### config.mk
export PLATFORM = sky130hd
export DESIGN_NAME = lcd_show_char
export DESIGN_NICKNAME = d
export VERILOG_FILES = /design/src/rtl/lcd_pkg.sv /design/src/rtl/lcd_font_rom.sv /design/src/rtl/lcd_show_char.sv
export SDC_FILE = /design/constraint.sdc
export NUM_CORES = 1
export LEC_CHECK = 0
export CORE_MARGIN = 3
export CORE_UTILIZATION = 53
export CTS_BUF_LIST = sky130_fd_sc_hd__clkbuf_8
export CTS_CLUSTER_DIAMETER = 60
export DETAILED_ROUTE_END_ITERATION = 10
export PLACE_DENSITY = 0.87
export RECOVER_POWER = 100
export SETUP_SLACK_MARGIN = 0.4
export SLEW_MARGIN = 15
export SYNTH_ARGS = -nofsm -noshare
export SYNTH_HDL_FRONTEND = slang
export SYNTH_SLANG_ARGS = --single-unit
### constraint.sdc
create_clock -name sys_clk -period 2.7 [get_ports sys_clk]
set_clock_uncertainty 0.15 [all_clocks]
set_input_delay 0.27 -clock sys_clk [delete_from_list [all_inputs] [get_ports sys_clk]]
set_output_delay 0.27 -clock sys_clk [all_outputs]
set_load 0.02 [all_outputs]
### src/rtl/lcd_pkg.sv
// lcd_pkg: shared opcodes, font geometry, FSM states and font table contents
package lcd_pkg;
  localparam logic [7:0] CASET = 8'h2A;
  localparam logic [7:0] RASET = 8'h2B;
  localparam logic [7:0] RAMWR = 8'h2C;
  localparam int unsigned W16 = 8;
  localparam int unsigned H16 = 16;
  localparam int unsigned W12 = 6;
  localparam int unsigned H12 = 12;
  typedef enum logic [2:0] {IDLE, CMD, ROM_RD, PIX, DONE} state_t;
  function automatic logic [8:0] cmd_word(input logic [3:0] idx, input logic [7:0] caset, input logic [7:0] raset,
                                          input logic [7:0] ramwr, input logic [8:0] xs, input logic [8:0] xe,
                                          input logic [8:0] ys, input logic [8:0] ye);
    case (idx)
      4'd0:    cmd_word = {1'b0, caset};
      4'd1:    cmd_word = {1'b1, 7'd0, xs[8]};
      4'd2:    cmd_word = {1'b1, xs[7:0]};
      4'd3:    cmd_word = {1'b1, 7'd0, xe[8]};
      4'd4:    cmd_word = {1'b1, xe[7:0]};
      4'd5:    cmd_word = {1'b0, raset};
      4'd6:    cmd_word = {1'b1, 7'd0, ys[8]};
      4'd7:    cmd_word = {1'b1, ys[7:0]};
      4'd8:    cmd_word = {1'b1, 7'd0, ye[8]};
      4'd9:    cmd_word = {1'b1, ye[7:0]};
      default: cmd_word = {1'b0, ramwr};
    endcase
  endfunction
  // Synthetic glyph sets: framed top/bottom rows for 8x16, 6-bit-wide rows (bits 7:2) for 6x12
  function automatic logic [7:0] font16(input logic [6:0] c, input logic [3:0] r);
    font16 = r == 4'd0 ? 8'h81 : r == 4'd15 ? 8'hFF : {c, 1'b0} ^ {r, r};
  endfunction
  function automatic logic [7:0] font12(input logic [6:0] c, input logic [3:0] r);
    font12 = r >= 4'd12 ? 8'h00 : r == 4'd0 ? 8'h84 : ({c, 1'b0} ^ {r, r}) & 8'hFC;
  endfunction
endpackage

### src/rtl/lcd_font_rom.sv
// lcd_font_rom: 1-cycle-latency glyph ROM holding the 8x16 and 6x12 tables
module lcd_font_rom
  import lcd_pkg::*;
(
  input  logic       clk_i,
  input  logic       big_i,
  input  logic [6:0] char_i,
  input  logic [3:0] row_i,
  output logic [7:0] data_o
);
  always_ff @(posedge clk_i) data_o <= big_i ? font16(char_i, row_i) : font12(char_i, row_i);
endmodule

### src/rtl/lcd_show_char.sv
// lcd_show_char: sets the LCD window for one glyph and streams it as RGB565 words
module lcd_show_char
  import lcd_pkg::*;
#(
  parameter logic [15:0] FG_COLOR  = 16'hFFFF,
  parameter logic [15:0] BG_COLOR  = 16'h0000,
  parameter logic [7:0]  CMD_CASET = CASET,
  parameter logic [7:0]  CMD_RASET = RASET,
  parameter logic [7:0]  CMD_RAMWR = RAMWR
) (
  input  logic       sys_clk,
  input  logic       sys_rst_n,
  input  logic       init_done,
  input  logic       show_char_flag,
  input  logic [6:0] ascii_num,
  input  logic [8:0] start_x,
  input  logic [8:0] start_y,
  input  logic       en_size,
  input  logic       wr_done,
  output logic       show_char_wr_en,
  output logic [8:0] show_char_data,
  output logic       show_char_busy,
  output logic       show_char_done
);
  state_t state_q, state_d;
  logic [6:0] ascii_q, ascii_d;
  logic [8:0] xs_q, xs_d, ys_q, ys_d;
  logic big_q, big_d, lo_q, lo_d, pend_q, pend_d, rd_q, rd_d;
  logic [3:0] idx_q, idx_d, row_q, row_d, col_q, col_d;
  logic [7:0] bits_q, bits_d, rom_data;
  logic [3:0] w, h_last;
  logic [8:0] xe, ye;
  logic [15:0] color;
  logic issue, ack, last_col;
  lcd_font_rom u_rom (.clk_i(sys_clk), .big_i(big_q), .char_i(ascii_q), .row_i(row_q), .data_o(rom_data));
  assign w        = big_q ? 4'(W16) : 4'(W12);
  assign h_last   = big_q ? 4'(H16 - 1) : 4'(H12 - 1);
  assign xe       = xs_q + 9'(w) - 9'd1;
  assign ye       = ys_q + (big_q ? 9'(H16) : 9'(H12)) - 9'd1;
  assign issue    = (state_q == CMD || state_q == PIX) && !pend_q;
  assign ack      = pend_q && wr_done;
  assign last_col = col_q == w - 4'd1;
  assign color    = bits_q[3'd7 - col_q[2:0]] ? FG_COLOR : BG_COLOR;
  assign show_char_wr_en = issue;
  assign show_char_busy  = state_q == CMD || state_q == ROM_RD || state_q == PIX;
  assign show_char_done  = state_q == DONE;
  assign show_char_data  = state_q == CMD ? cmd_word(idx_q, CMD_CASET, CMD_RASET, CMD_RAMWR, xs_q, xe, ys_q, ye)
                         : state_q == PIX ? {1'b1, lo_q ? color[7:0] : color[15:8]} : 9'd0;
  always_comb begin
    state_d = state_q;
    ascii_d = ascii_q;
    xs_d    = xs_q;
    ys_d    = ys_q;
    big_d   = big_q;
    lo_d    = lo_q;
    pend_d  = issue ? 1'b1 : ack ? 1'b0 : pend_q;
    rd_d    = rd_q;
    idx_d   = idx_q;
    row_d   = row_q;
    col_d   = col_q;
    bits_d  = bits_q;
    case (state_q)
      IDLE: if (show_char_flag && init_done) begin
        state_d = CMD;
        ascii_d = ascii_num;
        xs_d    = start_x;
        ys_d    = start_y;
        big_d   = en_size;
        {idx_d, row_d, col_d, lo_d, pend_d, rd_d} = '0;
      end
      CMD: if (ack) begin
        idx_d   = idx_q + 4'd1;
        state_d = idx_q == 4'd10 ? ROM_RD : CMD;
      end
      // first cycle lets the ROM register the new row, second captures it
      ROM_RD: begin
        rd_d    = !rd_q;
        bits_d  = rd_q ? rom_data : bits_q;
        state_d = rd_q ? PIX : ROM_RD;
      end
      PIX: if (ack) begin
        lo_d = !lo_q;
        if (lo_q) begin
          col_d = last_col ? 4'd0 : col_q + 4'd1;
          row_d = last_col ? row_q + 4'd1 : row_q;
          state_d = !last_col ? PIX : row_q == h_last ? DONE : ROM_RD;
        end
      end
      default: state_d = IDLE;
    endcase
  end
  always_ff @(posedge sys_clk) begin
    if (!sys_rst_n) begin
      state_q <= IDLE;
      ascii_q <= '0;
      xs_q    <= '0;
      ys_q    <= '0;
      {big_q, lo_q, pend_q, rd_q} <= '0;
      {idx_q, row_q, col_q} <= '0;
      bits_q  <= '0;
    end else begin
      state_q <= state_d;
      ascii_q <= ascii_d;
      xs_q    <= xs_d;
      ys_q    <= ys_d;
      {big_q, lo_q, pend_q, rd_q} <= {big_d, lo_d, pend_d, rd_d};
      {idx_q, row_q, col_q} <= {idx_d, row_d, col_d};
      bits_q  <= bits_d;
    end
  end
endmodule

; Yosys cells after proc, flatten, opt, wreduce, memory -nomap -nowiden
; Cells that the tools add are included.
[word_totals]
ff_bits = 60
latch_bits = 0
mem_bits_rw = 0
mem_bits_ro = 0
input_bits = 31
output_inout_bits = 12
mem_count = 0
[classes]
add_sub_neg = 9
n_mul = 0
div_mod_pow = 0
order_cmp = 2
eq_ne = 22
shifts = 0
muxes = 43
n_bitwise = 1
n_reduce_logical = 23
[ops]
columns = cell, n
row1 = one-hot mux 9 bit (10 select lines), 1
row2 = two-way mux 8 bit, 6
row3 = two-way mux 4 bit, 9
row4 = one-hot mux 4 bit (2 select lines), 3
row5 = two-way mux 3 bit, 7
row6 = two-way mux 9 bit, 2
row7 = "subtractor 9 x 1 -> 9 bit, second input constant", 2
row8 = "equality test 4 x 3 -> 1 bit, second input constant", 4
row9 = "equality test 4 bit, second input constant", 4
row10 = two-way mux 16 bit, 1
row11 = "adder 4 x 1 -> 4 bit, second input constant", 3
row12 = one-hot mux 3 bit (4 select lines), 1
row13 = "inequality test 2 bit, second input constant", 5
row14 = adder 9 x 4 -> 9 bit, 1
row15 = adder 9 x 5 -> 9 bit, 1
row16 = "equality test 4 x 2 -> 1 bit, second input constant", 2
row17 = equality test 4 bit, 2
row18 = zero test 4 bit, 2
row19 = two-way mux 1 bit, 8
row20 = AND reduction 4 bit, 2
row21 = bitwise XOR 8 bit, 1
row22 = "equality test 3 x 2 -> 1 bit, second input constant", 2
row23 = AND reduction 2 bit, 3
row24 = AND reduction 3 bit, 2
row25 = 17 further kinds, 26

; Depth between registers and ports, before layout
; Gate-level depths: netlist of the first run.
[depth]
word_depth = 7
ltp_mapped = 10

; Cells and area by module
; Synthesis of the first run repeated with hierarchy kept, for this count alone.
[unflattened]
cells_unflattened = 509
area_unflattened_um2 = 4008.8
[by_module_without_submodules]
columns = mod, instances, cells_each, area_per_inst_um2, seq_area_each_um2
row1 = lcd_show_char, 1, 453, 3575.9, 1041.0
row2 = lcd_font_rom, 1, 56, 432.9, 160.2

; Worst setup path before layout of the first run
; Ideal clock, no wire load.
[synth_timing]
path_type = register to output
start = reg big_q
end = out show_char_data[0]
t_arrival_ns = 2.553
required_time_ns = 2.280
path_slack_ns = -0.273
path_stages_with_launch = 11
path_buffers = 1
path_cell_list = dfxtp_1 > clkbuf_1 > inv_1 > ha_1 > inv_1 > ha_1 > o21ai_0 > nor4b_1 > nor3_1 > nand4b_1 > a31oi_1
[synth_via]
elab_chain_cells = 5
word_cells_on_any_way = 8
cone_classes = add/sub (4) / mux (4)
[synth_rtl]
columns = element, line_no
row1 = start: declaration, lcd_show_char.sv:28  ; logic big_q, big_d, lo_q, lo_d, pend_q, pend_d, rd_q, rd_d;
row2 = start signal: assignment, lcd_show_char.sv:106  ; {big_q, lo_q, pend_q, rd_q} <= {big_d, lo_d, pend_d, rd_d};
row3 = two-way mux 5 bit / two-way mux 4 bit (equally long branches), "lcd_show_char.sv:39, lcd_show_char.sv:36"
row4 = adder 9 x 5 -> 9 bit / adder 9 x 4 -> 9 bit (equally long branches), "lcd_show_char.sv:39, lcd_show_char.sv:38"
row5 = subtractor 9 x 1 -> 9 bit (on tied branches), "lcd_show_char.sv:39, lcd_show_char.sv:38"
row6 = one-hot mux 9 bit (10 select lines) *, lcd_pkg.sv:14  ; case (idx)
row7 = two-way mux 9 bit *, lcd_show_char.sv:47  ; assign show_char_data = state_q == CMD ? cmd_word(idx_q, CMD_CASET, CMD_RASET, CMD_RAMWR, xs_q, xe, ys_q, ye)
row8 = end: declaration, lcd_show_char.sv:21  ; output logic [8:0] show_char_data,
; Mark *: on every way between the ends. The rest lies on a longest branch, timed or not.

; Worst setup path in the final report of the first run
; Same ends and word-level chain as after synthesis.

==> results of run 1 <==
## power groups by stage
stage               registers (mW)  logic [mW]  clock network, mW
floorplan                    0.948       0.293                  0
global placement             0.951       0.477                  0
detailed placement           0.954       0.492                  0
CTS                          0.934       0.529              0.785
global route                 0.936       0.605              0.829
finish                       0.935       0.564              0.781
## flip-flops by register name, indices dropped and copies added (netlist names)
register,count
ascii_q,7
big_q,1
bits_q,8
col_q,4
idx_q,4
lo_q,1
pend_q,1
rd_q,1
row_q,4
state_q,3
u_rom.data_o,8
xs_q,9
ys_q,9
## per-layer routing
layer | vias up | GRT usage, % | part of all wire (%)
met4 | 0 | 12.87 | 2.8
li1 | 1951 | - | -
met5 | - | 0 | 0
met2 | 153 | 48.72 | 49
met1 | 1921 | 35.67 | 43
met3 | 30 | 5.660 | 5.6
## synthesized netlist by cell type (3+ instances only)
cell and count:
a21oi_1 55, clkbuf_1 21, nor4_1 3, ha_1 27, or3_1 3, buf_2 3, o21ai_0 17, o22ai_1 5
dfxtp_1 60, a211oi_1 10, nand2b_1 7, o211ai_1 4, nand3b_1 8, o21bai_1 3, a31oi_1 8, a22oi_1 4
a21o_1 5, nor2_1 40, nand3_1 10, nand4_1 3, o21a_1 7, nor3_1 7, nand2_1 75, inv_1 41
mux2i_1 12, xor2_1 9, nor3b_1 3, o31ai_1 3, and3_1 3, nand4b_1 3, xnor2_1 11
## worst min path at each step
stage / cells after the start / to / startpoint
floorplan: 1 / col_q[0] / sys_rst_n
global placement: 2 / bits_q[1] / u_rom.data_o[1]
detailed placement: 2 / bits_q[0] / u_rom.data_o[0]
CTS: 3 / xs_q[0] / start_x[0]
global route: 3 / xs_q[0] / start_x[0]
finish: 3 / xs_q[2] / start_x[2]
## cells by family after synthesis
family / count (synthesis) / share of synthesized area, %
AND/OR/NAND/NOR: 178 / 22.40
XOR/XNOR: 20 / 4.474
multiplexers: 16 / 4.794
AO/OA/AOI/OAI: 134 / 21.57
adder cells (fa/ha/maj): 29 / 9.652
buffers and inverters: 66 / 6.424
flip-flops: 60 / 30.68
## layout make-up
| class | count | share of cell area [%] |
|---|---|---|
| Clock inverter | 7 | 1.110 |
| Inverter | 41 | 2.984 |
| Multi-Input combinational cell | 377 | 51.01 |
| Tap cell | 96 | 2.221 |
| Timing Repair Buffer | 113 | 17.95 |
| Clock buffer | 9 | 2.290 |
| Sequential cell | 60 | 22.44 |
## worst register-to-register path: stages, from the launching register on
cell	delay, ns
dfxtp_1	0.36
clkbuf_1	0.27
nand3b_4	0.18
o32ai_1	0.79
o21ai_1	0.41
or3_1	0.46
a21oi_1	0.14
## stage by stage
step,utilization (%),hold WS [ns],instances
after global placement,72.13,0.3016,682
after detailed placement,72.13,0.3082,682
after CTS,76.09,0.3106,700
final,77.47,0.3086,703
after floorplan,-,0.2417,503
after global routing,77.47,0.3175,703
## what timing repair did
action	4_1_cts	5_1_grt
pin swaps	20	12
buffers inserted	2	3
endpoints found under the setup margin	11	10
gates resized for setup	64	30
==> results.py, run 1 <==
metrics = {
    "global_routing": {
        "gr-usage-all-layers_pct": 28.91,
        "grt_start_max_net_pins": 36,
        "antenna_found_initial": 0,
        "gr-total-overflow": 0,
        "grt_pass1_vias": 4050,
        "grt_pass1_wl_mm": 19.31,
    },
    "logic_synthesis": {
        "postSynth.asyncResetShare_pct": 0,
        "synth_top_area_share_pct": 30.68,
        "synthDistinctLibCells": 55,
        "synthFlopType": "dfxtp_1",
        "yosys.area.top_type": "dfxtp_1",
        "syn-cell-area_um2": 3915,
        "synth_edf_count": 0,
        "synthCells": 503,
        "synth_fp_nets": 563,
        "yosysWarnings": 0,
        "yosysSeqAreaShare_pct": 30.68,
        "avgSynthCellArea_um2": 7.783,
        "synthTopCellsByArea": "dfxtp_1 31%, ha_1 8.6%, nand2_1 7.2%, a21oi_1 7.0%, inv_1 3.9%",
        "synth-seq-cells": 60,
    },
    "worst_setup_path": {
        "r2r_setup_slack_ns": -0.13,
        "cp_data_arrival_time_ns": 2.62,
        "cp_max_fo": 6,
        "crit_path_end_kind": "output port",
        "critPathTopFamily": "compound AO/OA/AOI/OAI gates",
        "timing.rr.start": "state_q[0]",
        "path_depth": 9,
        "critPathLaunchType": "flip-flop",
        "rr_endpoint": "row_q[3]",
        "crit_required_ns": 2.28,
        "endpoint": "show_char_data[0]",
        "startpoint": "big_q",
        "crit_buf_inv": 2,
        "critPathMaxStageDelay_ns": 0.39,
        "critPathKind": "reg -> out",
        "crit_chain": "ha_4, inv_2, ha_4, a211o_1, and3_4, o21a_1, o31a_1, a31oi_4, buf_6",
        "cp_common_cell": "ha_4",
        "reg2reg_depth": 6,
        "crit_slowest_cell": "dfxtp_4",
    },
    "timing": {
        "fin_crit_sh_pct": 112.6,
        "setup_viol": 8,
        "relSlewSlack_pct": 21.14,
        "worst_pin_slew_ns": 1.173,
        "fin_crit_ns": 3.039,
        "hold_viol_final": 0,
        "fin_ws_ns": -0.3390,
        "finalSetupTns_ns": -1.979,
        "rsz0062_at_grt": "yes",
        "fmax_mhz": 329.1,
        "drv_slew": 0,
    },
    "pwr": {
        "power.density_nw_per_um2": 421.7,
        "switchingPower_mw": 0.6790,
        "vdd_drop_max_mv": 0.3178,
        "p_leak_nw": 2.162,
        "switching_share_pct": 29.77,
        "p_comb_share_pct": 24.7,
        "power_frac_seq_pct": 41.0,
        "finalPower_mw": 2.281,
        "clkPwrFrac_pct": 34.3,
        "p_int_mw": 1.602,
    },
    "placed_design": {
        "place_congestion": 0.9466,
        "dp_hpwl_mm": 8.773,
        "io_buffers": 42,
        "place_area_um2": 5036,
        "post-place-ws_ns": -0.3948,
    },
    "layout": {
        "fill_cells": 499,
        "multi_input_area_um2": 2759,
        "final_cell_mix": "75 x nand2_1, 62 x buf_4, 54 x dfxtp_1, 53 x a21oi_1, 39 x nor2_1",
        "nets": 662,
        "drive_above_1_share_pct": 24.55,
        "syn_to_final_growth_pct": 38.16,
        "area.sequential_um2": 1214,
        "final_area_um2": 5409,
        "antenna_cells": 0,
        "final_common_cell": "nand2_1",
    },
    "detailed_routing": {
        "dr.pass1.iters": 5,
        "drt.antenna.violating_nets": 0,
        "post_drt_wl_per_cell_um": 17.36,
        "viasPerCell": 5.768,
        "route.vias.total": 4055,
        "drtIter0Drc": 296,
        "drc": 0,
        "wl_mm": 12.20,
    },
    "floorplan": {
        "boundaryPins": 43,
        "placement_rows": 30,
        "fp.dieW_um": 91.95,
        "core_area_um2": 6982,
        "floorplan.initialDensity_pct": 56.08,
        "die_h_um": 91.95,
        "dieArea_um2": 8454,
    },
    "worst_hold_path": {
        "hold_path_class": "in -> reg",
    },
    "clock_tree": {
        "clk_pin_slew_worst_paths_ns": 0.07,
        "clock_path_buffers": 2,
        "clkSinkCount": 60,
        "clock_latency_ns": 0.35,
        "cts_hold_buf": 0,
        "ctsHtreeMaxLevel": 3,
        "cts_tree": "done",
        "clockRootBuffer": "clkbuf_8",
        "cts_buffers": 9,
    },
    "outcome": {
        "failed_checks": "setup timing",
        "status": "complete, but fails checks",
    },
    "run": {
        "maxCapViolations": 0,
    },
}
(Power assumes the default switching activity.)
==> run 2, diff against run 1 <==
Settings changed: ABC_AREA from default to 1.
==> run 2 against run 1 <==
  * The run still ends with setup timing left
  * Sequential power increased by 4.6%
  * Synthesized area decreased by 2.0%
  * Combinational power increased by 61%
  * Synthesized cell count increased by 12%
  * Worst setup slack improved by 0.25 ns
  * Routed wire length decreased by 7.9%
  * Utilization decreased by 5.2 points
  * Largest cell class unchanged
  * Sequential share of layout area increased by 1.8 points
  * Clock power increased by 4.7%
==> results.py, run 2 <==
metrics = {
    "layout": {
        "finalNonFillerCells": 732,
        "antenna_cells": 0,
        "drive_above_1_share_pct": 19.97,
        "final_common_cell": "nand2_1",
        "final_area_um2": 4994,
        "area.sequential_um2": 1212,
        "syn_to_final_growth_pct": 30.17,
        "top_regs": "xs_q: 9 flops, ys_q: 9 flops",
        "final_cell_mix": "92 x nand2_1, 83 x inv_1, 58 x nor2_1, 55 x dfxtp_1, 46 x o21ai_0",
        "multi_input_area_um2": 2482,
        "nets": 691,
        "fill_cells": 554,
    },
    "floorplan": {
        "die_h_um": 91.08,
        "floorplan.initialDensity_pct": 55.54,
        "core_area_um2": 6907,
        "placement_rows": 30,
        "dieArea_um2": 8295,
        "boundaryPins": 43,
        "fp.dieW_um": 91.08,
    },
    "global_routing": {
        "antenna_found_initial": 0,
        "grt_pass1_vias": 3928,
        "grt_pass1_wl_mm": 17.89,
        "grt_start_max_net_pins": 42,
        "gr-total-overflow": 0,
        "gr-usage-all-layers_pct": 26.49,
    },
    "worst_setup_path": {
        "crit_slowest_cell": "dfxtp_4",
        "crit_chain": "buf_4, inv_4, ha_1, inv_2, ha_4, nand2_1, nor2_1, nand2_1, nand3_1, nand2_1, nand3_1, nand3_1, nand2_1, nand2_1, buf_4",
        "rr_endpoint": "xs_q[1]",
        "cp_common_cell": "nand2_1",
        "crit_path_end_kind": "output port",
        "crit_required_ns": 2.28,
        "critPathMaxStageDelay_ns": 0.39,
        "cp_max_fo": 6,
        "critPathLaunchType": "flip-flop",
        "r2r_setup_slack_ns": 0.29,
        "cp_data_arrival_time_ns": 2.36,
        "critPathKind": "reg -> out",
        "reg2reg_depth": 7,
        "timing.rr.start": "state_q[0]",
    },
    "clock_tree": {
        "cts_hold_buf": 0,
        "ctsHtreeMaxLevel": 3,
        "cts_buffers": 9,
        "clock_path_buffers": 2,
        "clockRootBuffer": "clkbuf_8",
        "clkSinkCount": 60,
        "cts_tree": "done",
        "clk_pin_slew_worst_paths_ns": 0.07,
        "clock_latency_ns": 0.35,
    },
    "logic_synthesis": {
        "postSynth.asyncResetShare_pct": 0,
        "synth-seq-cells": 60,
        "synthDistinctLibCells": 36,
        "yosysMostFrequentCell": "nand2_1",
        "synthCells": 563,
        "yosys.area.top_type": "dfxtp_1",
        "synth_edf_count": 0,
        "yosysSeqAreaShare_pct": 31.31,
        "synth_common_cells": "99 x nand2_1, 89 x inv_1, 60 x dfxtp_1, 60 x nor2_1, 53 x o21ai_0",
        "avgSynthCellArea_um2": 6.814,
        "synth_fp_nets": 623,
        "synthFlopType": "dfxtp_1",
        "synth_top_area_share_pct": 31.31,
        "syn-cell-area_um2": 3836,
        "yosysWarnings": 0,
        "synthTopCellsByArea": "dfxtp_1 31%, nand2_1 9.7%, ha_1 8.8%, inv_1 8.7%, o21ai_0 6.9%",
    },
    "detailed_routing": {
        "route.vias.total": 4120,
        "post_drt_wl_per_cell_um": 15.35,
        "dr.pass1.iters": 5,
        "drtIter0Drc": 225,
        "viasPerCell": 5.628,
        "drt.antenna.violating_nets": 0,
        "drc": 0,
        "wl_mm": 11.24,
    },
    "timing": {
        "rsz0062_at_grt": "yes",
        "hold_viol_final": 0,
        "fin_crit_sh_pct": 103.1,
        "fin_ws_ns": -0.08461,
        "worst_pin_slew_ns": 0.6566,
        "drv_slew": 0,
        "fmax_mhz": 359.1,
        "fin_crit_ns": 2.785,
        "relSlewSlack_pct": 56.23,
        "setup_viol": 6,
    },
    "outcome": {
        "failed_checks": "setup timing",
        "status": "complete, but fails checks",
    },
    "placed_design": {
        "io_buffers": 42,
        "post-place-ws_ns": -0.1898,
        "dp.cells": 710,
        "place_area_um2": 4489,
        "place_congestion": 0.9288,
        "dp_hpwl_mm": 7.400,
    },
    "worst_hold_path": {
        "hold_depth": 2,
        "hold_path_class": "reg -> reg",
        "worstHoldStart": "u_rom.data_o[6]",
        "hold_end": "bits_q[6]",
    },
    "pwr": {
        "vdd_drop_max_mv": 0.2766,
        "power.density_nw_per_um2": 541.9,
        "p_leak_nw": 2.222,
    },
    "run": {
        "maxCapViolations": 0,
    },
}
==> run 2: changes by cell type in the layout (fill, tap and decap cells not counted), sizes merged, moves of 10 or more <==
cell	delta
a21oi	-11
a211oi	-10
mux2i	-12
nand2	+29
nor2	+24
inv	+52
buf	-39
nand3	+31
o21ai	+37
==> run 2: logic make-up after synthesis <==
logic type	Yosys count	synth area share, %
adder cells (fa/ha/maj)	29	9.850
AO/OA/AOI/OAI	118	16.47
flip-flops	60	31.31
AND/OR/NAND/NOR	236	28.25
XOR/XNOR	13	2.968
buffers and inverters	107	11.15
==> run 2: how the worst max path moves through the flow <==
stage                     cells past startpoint                 to  slack, ns     from
final                                        15  show_char_data[6]      -0.08    big_q
after global routing                         15  show_char_data[0]      -0.21    big_q
after CTS                                    11  show_char_data[3]      -0.08  xs_q[1]
after detailed placement                     11  show_char_data[7]      -0.19    big_q
after global placement                       11  show_char_data[3]      -0.15  xs_q[1]
after floorplan                              10  show_char_data[3]       0.34    big_q
==> run 2: per-layer routing <==
metal	GRT usage (%)	up-vias	wire length [µm]
li1	-	1980	-
met1	32.68	1925	4690
met2	45.86	184	5571
met3	5.882	31	741
met4	8.166	0	235
met5	0	-	0
==> run 2: worst max-delay path: cells and delay by family, from the launching register on <==
| kind | cells | cell delay [ns] |
|---|---|---|
| adders and majority gates | 2 | 0.58 |
| and+or+nand+nor | 9 | 0.67 |
| DFF | 1 | 0.39 |
| buffers and inverters | 4 | 0.37 |
==> run 2: area by class of cell <==
type | instances | share of cell area, %
multi-input cells | 396 | 49.71
flip-flops and latches | 60 | 24.28
repair buffers | 71 | 12.68
inverters | 93 | 7.091
clock buffers | 9 | 2.481
well taps | 96 | 2.405
clock inverters | 7 | 1.353
==> run 2: what timing repair did <==
action                                  in CTS  in global routing
pin swaps                                   20                 17
gates cloned                                 0                  0
endpoints found under the setup margin       9                  9
setup buffers                                6                  0
gates resized for setup                     86                 39
==> run 2: per-stage QoR <==
stage          utilization [%]  hold WS, ns  TNS, ns  power, mW
4_1_cts                  70.80       0.3249  -0.1569      2.603
3_5_place_dp             65.00       0.3151   -1.060      1.711
6_report                 72.30       0.3314  -0.3739      2.706
2_1_floorplan                -       0.2549        0      1.482
5_1_grt                  72.30       0.3595   -1.087      2.851
3_3_place_gp             65.00       0.3102  -0.7123      1.689
==> run 2: power breakdown <==
| part | switching, mW | internal, mW | total [mW] |
|---|---|---|---|
| combinational | 0.524 | 0.387 | 0.910 |
| clock | 0.395 | 0.422 | 0.818 |
| sequential | 0.0415 | 0.936 | 0.978 |
==> variant 1: new RTL, settings of run 2 <==
Re-encode `state_t` (5 states) as one-hot, 5 bits wide.
--- a/src/rtl/lcd_pkg.sv
+++ b/src/rtl/lcd_pkg.sv
@@ -9,3 +9,3 @@
   localparam int unsigned H12 = 12;
-  typedef enum logic [2:0] {IDLE, CMD, ROM_RD, PIX, DONE} state_t;
+  typedef enum logic [4:0] {IDLE = 5'b00001, CMD = 5'b00010, ROM_RD = 5'b00100, PIX = 5'b01000, DONE = 5'b10000} state_t;
   function automatic logic [8:0] cmd_word(input logic [3:0] idx, input logic [7:0] caset, input logic [7:0] raset,
Behaviour: no difference found for any inputs over 10 cycles, from zero or initial values and one cycle with sys_rst_n low; not proved beyond that.
==> variant 1 against run 2 <==
The flow still finishes with violations (setup timing); routed wire length increased by 14%; sequential cell count increased by 2; via count increased by 11%; non-clock buffer count increased by 8; core utilization increased by 0.98 points; total power increased by 13%; area after synthesis increased by 2.0%; cell area increased by 2.5%; register-to-register slack got worse by 0.13 ns; worst setup slack improved by 0.0025 ns; hold slack got worse by 0.016 ns.
==> variant 1: results (changes against run 2) <==
| Metric | Value |
|---|---|
| Crit Reg-Reg Endpoint | idx_q[2] (was xs_q[1]) |
| Final WL | 12790 µm (was 11240 µm) |
| GP Congestion | 0.9652 (was 0.9288) |
| Final setup violation count | 6 (unchanged) |
| Cells on worst reg2reg path | 11 (was 7) |
| Final worst slack | -0.08206 ns (was -0.08461 ns) |
| Clk root buf | clkbuf_8 (unchanged) |
| Ranking of synthesized cells by area | dfxtp_1 (32%), nand2_1 (11%), ha_1 (8.6%) (was dfxtp_1 (31%), nand2_1 (9.7%), ha_1 (8.8%)) |
| Flop-to-flop setup slack | 0.16 ns (was 0.29 ns) |
| First-pass GRT wire length | 19280 µm (was 17890 µm) |
| R2r startpoint | state_q[2] (was state_q[0]) |
| Vias per cell | 6.036 (was 5.628) |
| Total track usage | 0.2837 (was 0.2649) |
| Share of layout cells above drive strength 1 | 0.1967 (was 0.1997) |
| Post-synthesis cell type count | 40 (was 36) |
| Vias post-DR | 4569 (was 4120) |
| Tightest Pin Transition | 0.7925 ns (was 0.6566 ns) |
| Crit path capture | show_char_data[5] (was show_char_data[6]) |
| Place WS | -0.2527 ns (was -0.1898 ns) |
| Synth cell count leaders | nand2_1 (116), inv_1 (85), dfxtp_1 (62), nor2_1 (58), a21oi_1 (50) (was nand2_1 (99), inv_1 (89), dfxtp_1 (60), nor2_1 (60), o21ai_0 (53)) |
| VDD IR-drop max | 0.0004498 V (was 0.0002766 V) |
| Crit path launch | big_q (unchanged) |
| Synth Flop Type | dfxtp_1 (unchanged) |
| Sequential area share after synthesis | 0.3173 (was 0.3131) |
| Vias in the first global route | 4217 (was 3928) |
| Top Family by Delay on Critical Path | adder cells (was simple AND/OR/NAND/NOR gates) |
| Worst Hold Class | reg -> reg (unchanged) |
| Leakage | 2.294 nW (was 2.222 nW) |
| Post-Place Cells | 730 (was 710) |
| Post-synth ARST share | 0 (unchanged) |
| Failing checks | setup timing (unchanged) |
| Pin count of the biggest net entering global routing | 27 (was 42) |
| Mean Syn Cell Area | 6.732 µm² (was 6.814 µm²) |
| Setup_tns | -0.2215 ns (was -0.3739 ns) |
| Syn nets | 641 (was 623) |
| DP HPWL | 7863 µm (was 7400 µm) |
| DP Area | 0.004576 mm² (was 0.004489 mm²) |
| Worst-path maximum fanout | 5 (was 6) |
| DR iter-0 viols | 572 (was 225) |
| 1st-pass router iterations | 6 (was 5) |
| Final #Nets | 716 (was 691) |
| Status | finished with violations (unchanged) |
==> variant 1: layer usage <==
metal | share of wire | GRT usage
met1 | 0.38 | 0.3432
met2 | 0.45 | 0.4696
met3 | 0.11 | 0.06891
met4 | 0.064 | 0.1399
met5 | 0 | 0
==> variant 1: worst min path at each step <==
stage,start,end,slack [ns],cells past startpoint
after floorplan,bits_q[6],bits_q[6],0.28,2
after global placement,bits_q[2],bits_q[2],0.29,2
after detailed placement,u_rom.data_o[7],bits_q[7],0.30,2
after CTS,bits_q[1],bits_q[1],0.32,2
after global routing,bits_q[2],bits_q[2],0.35,2
final,u_rom.data_o[3],bits_q[3],0.32,2
==> variant 1: repair_timing <==
| item | in CTS | in global routing |
|---|---|---|
| setup endpoints to repair | 11 | 11 |
| setup buffers | 7 | 4 |
| gates resized for setup | 99 | 28 |
| pin swaps | 14 | 11 |
==> variant 1: logic make-up (layout without fill, tap and decap cells) <==
group,count (synthesis),after routing,synth area share
DFF,62,62,0.3173
adders and majority gates,29,29,0.09661
and+or+nand+nor,249,249,0.2853
buffers and inverters,110,190,0.1116
xor gates and xnor gates,11,11,0.02463
AOI/OAI and AO/OA,120,120,0.1644
==> variant 1: layout make-up <==
cell class | count | area [µm²]
fill | 476 | 1866
inverter | 95 | 362.8
tap | 96 | 120.1
timing repair buffer | 79 | 691.9
multi-input combinational | 409 | 2446
sequential | 62 | 1251
clock buffer | 9 | 123.9
clock inverter | 7 | 120.1
==> variant 1: report_power, final <==
group / total [mW] / internal [mW] / switching (mW)
logic: 1.02 / 0.429 / 0.595
clock network: 1.03 / 0.618 / 0.408
registers: 1.02 / 0.973 / 0.0438
total: 3.07 / 2.02 / 1.05
==> variant 2: new RTL, settings of run 2 <==
Made on the original files. The parameter `FG_COLOR` goes from 16'hFFFF to 16'hBFFF.
--- a/src/rtl/lcd_show_char.sv
+++ b/src/rtl/lcd_show_char.sv
@@ -4,3 +4,3 @@
 #(
-  parameter logic [15:0] FG_COLOR  = 16'hFFFF,
+  parameter logic [15:0] FG_COLOR  = 16'hBFFF,
   parameter logic [15:0] BG_COLOR  = 16'h0000,
Formal check against the unedited RTL: same outputs for any inputs over 10 cycles, from zero or initial values and one cycle with sys_rst_n low; that may be too few to reach the edited logic, so the function may still have changed.
==> variant 2 against run 2 <==
The run still ends with setup timing left; register-to-register slack got worse by 0.16 ns; area after synthesis increased by 1.1%; critical endpoint is now show_char_data[3]; worst setup slack got worse by 0.064 ns; total power increased by 3.6%; routed wire length increased by 12%; cell area increased by 1.4%; largest cell class unchanged; sequential cell count unchanged; critical path depth decreased by 5; critical path type unchanged.
==> variant 2: results (changes against run 2) <==
| Metric | Value |
|---|---|
| Status | finished with violations (unchanged) |
| Failing checks | setup timing (unchanged) |
| Hold Path Depth | 1 (was 2) |
| R2r startpoint | state_q[1] (was state_q[0]) |
| Sw power | 1.033 mW (was 960.7 µW) |
| Ranking of synthesized cells by area | dfxtp_1 (31%), nand2_1 (11%), ha_1 (8.7%) (was dfxtp_1 (31%), nand2_1 (9.7%), ha_1 (8.8%)) |
| Drt wl/cell | 17.08 µm (was 15.35 µm) |
| Final setup violation count | 6 (unchanged) |
| Mean Syn Cell Area | 6.819 µm² (was 6.814 µm²) |
| Slew headroom | 0.4702 (was 0.5623) |
| Compound-Gate Fraction of Synth Area | 0.1716 (was 0.1647) |
| Setup_tns | -0.3600 ns (was -0.3739 ns) |
| DP Area | 0.004567 mm² (was 0.004489 mm²) |
| Cells on worst reg2reg path | 9 (was 7) |
| Critical path data arrival time | 2.43 ns (was 2.36 ns) |
| Final Power | 2.803 mW (was 2.706 mW) |
| XOR/XNOR share of the synthesized area | 0.02483 (was 0.02968) |
| Flop pwr share | 0.351 (was 0.361) |
| Final worst slack | -0.1487 ns (was -0.08461 ns) |
| DR iter-0 viols | 463 (was 225) |
| Place WS | -0.1624 ns (was -0.1898 ns) |
| Post-Place Cells | 717 (was 710) |
| GP Congestion | 0.9864 (was 0.9288) |
| Vias post-DR | 4286 (was 4120) |
| Pin count of the biggest net entering global routing | 24 (was 42) |
| Slowest stage cell, crit path | fa_2 (was dfxtp_4) |
| Total track usage | 0.2723 (was 0.2649) |
| Final WL | 12600 µm (was 11240 µm) |
| Post-synthesis cell type count | 43 (was 36) |
| Share of layout cells above drive strength 1 | 0.2165 (was 0.1997) |
| Syn nets | 629 (was 623) |
| DP HPWL | 8192 µm (was 7400 µm) |
| Sequential area share after synthesis | 0.3096 (was 0.3131) |
| Metal-1 WL | 4993 µm (was 4690 µm) |
| Met3 Track Usage GR | 0.05551 (was 0.05882) |
| Top Family by Delay on Critical Path | adder cells (was simple AND/OR/NAND/NOR gates) |
| Final #Nets | 697 (was 691) |
| First-pass GRT wire length | 18350 µm (was 17890 µm) |
| Grt met1 use | 0.3507 (was 0.3268) |
| Synth cell count leaders | nand2_1 (114), inv_1 (84), dfxtp_1 (60), o21ai_0 (50), a21oi_1 (49) (was nand2_1 (99), inv_1 (89), dfxtp_1 (60), nor2_1 (60), o21ai_0 (53)) |
| Fillers | 509 (was 554) |
| Crit Reg-Reg Endpoint | idx_q[3] (was xs_q[1]) |
## variant 2: cell types whose count changed in the layout (fill, tap and decap cells not counted), sizes merged, moves of 2 or more
| cell | run 2 | this run |
|---|---|---|
| nor2 | 64 | 44 |
| nand2 | 104 | 122 |
| a21oi | 44 | 51 |
| nand3 | 41 | 46 |
| clkdlybuf4s50 | 33 | 29 |
| dlygate4sd3 | 0 | 4 |
| a31oi | 6 | 3 |
| buf | 36 | 33 |
| clkbuf | 11 | 14 |
| clkinv | 2 | 5 |
| clkinvlp | 2 | 0 |
| nor3b | 1 | 3 |
| o22ai | 9 | 7 |
## variant 2: cell type report
| type | count | area, µm² | area share |
|---|---|---|---|
| repair buffers | 71 | 618.1 | 0.1221 |
| flip-flops and latches | 60 | 1219 | 0.2407 |
| clock inverters | 7 | 75.07 | 0.01483 |
| clock buffers | 9 | 123.9 | 0.02446 |
| inverters | 94 | 360.3 | 0.07116 |
| multi-input cells | 401 | 2547 | 0.5031 |
| well taps | 96 | 120.1 | 0.02372 |
## variant 2: worst min-delay path by stage
| stage | slack (ns) | start | to |
|---|---|---|---|
| 2_1_floorplan | 0.28 | ascii_num[1] | ascii_q[1] |
| 3_3_place_gp | 0.31 | bits_q[1] | bits_q[1] |
| 3_5_place_dp | 0.32 | u_rom.data_o[7] | bits_q[7] |
| 4_1_cts | 0.33 | idx_q[0] | idx_q[0] |
| 5_1_grt | 0.35 | ascii_num[5] | ascii_q[5] |
| 6_report | 0.33 | idx_q[0] | idx_q[0] |
## variant 2: what timing repair did
item / 4_1_cts / 5_1_grt
hold buffers: 0 / 0
setup buffers: 5 / 0
resized for setup: 97 / 34
setup endpoints to repair: 9 / 9
pin swaps: 16 / 15
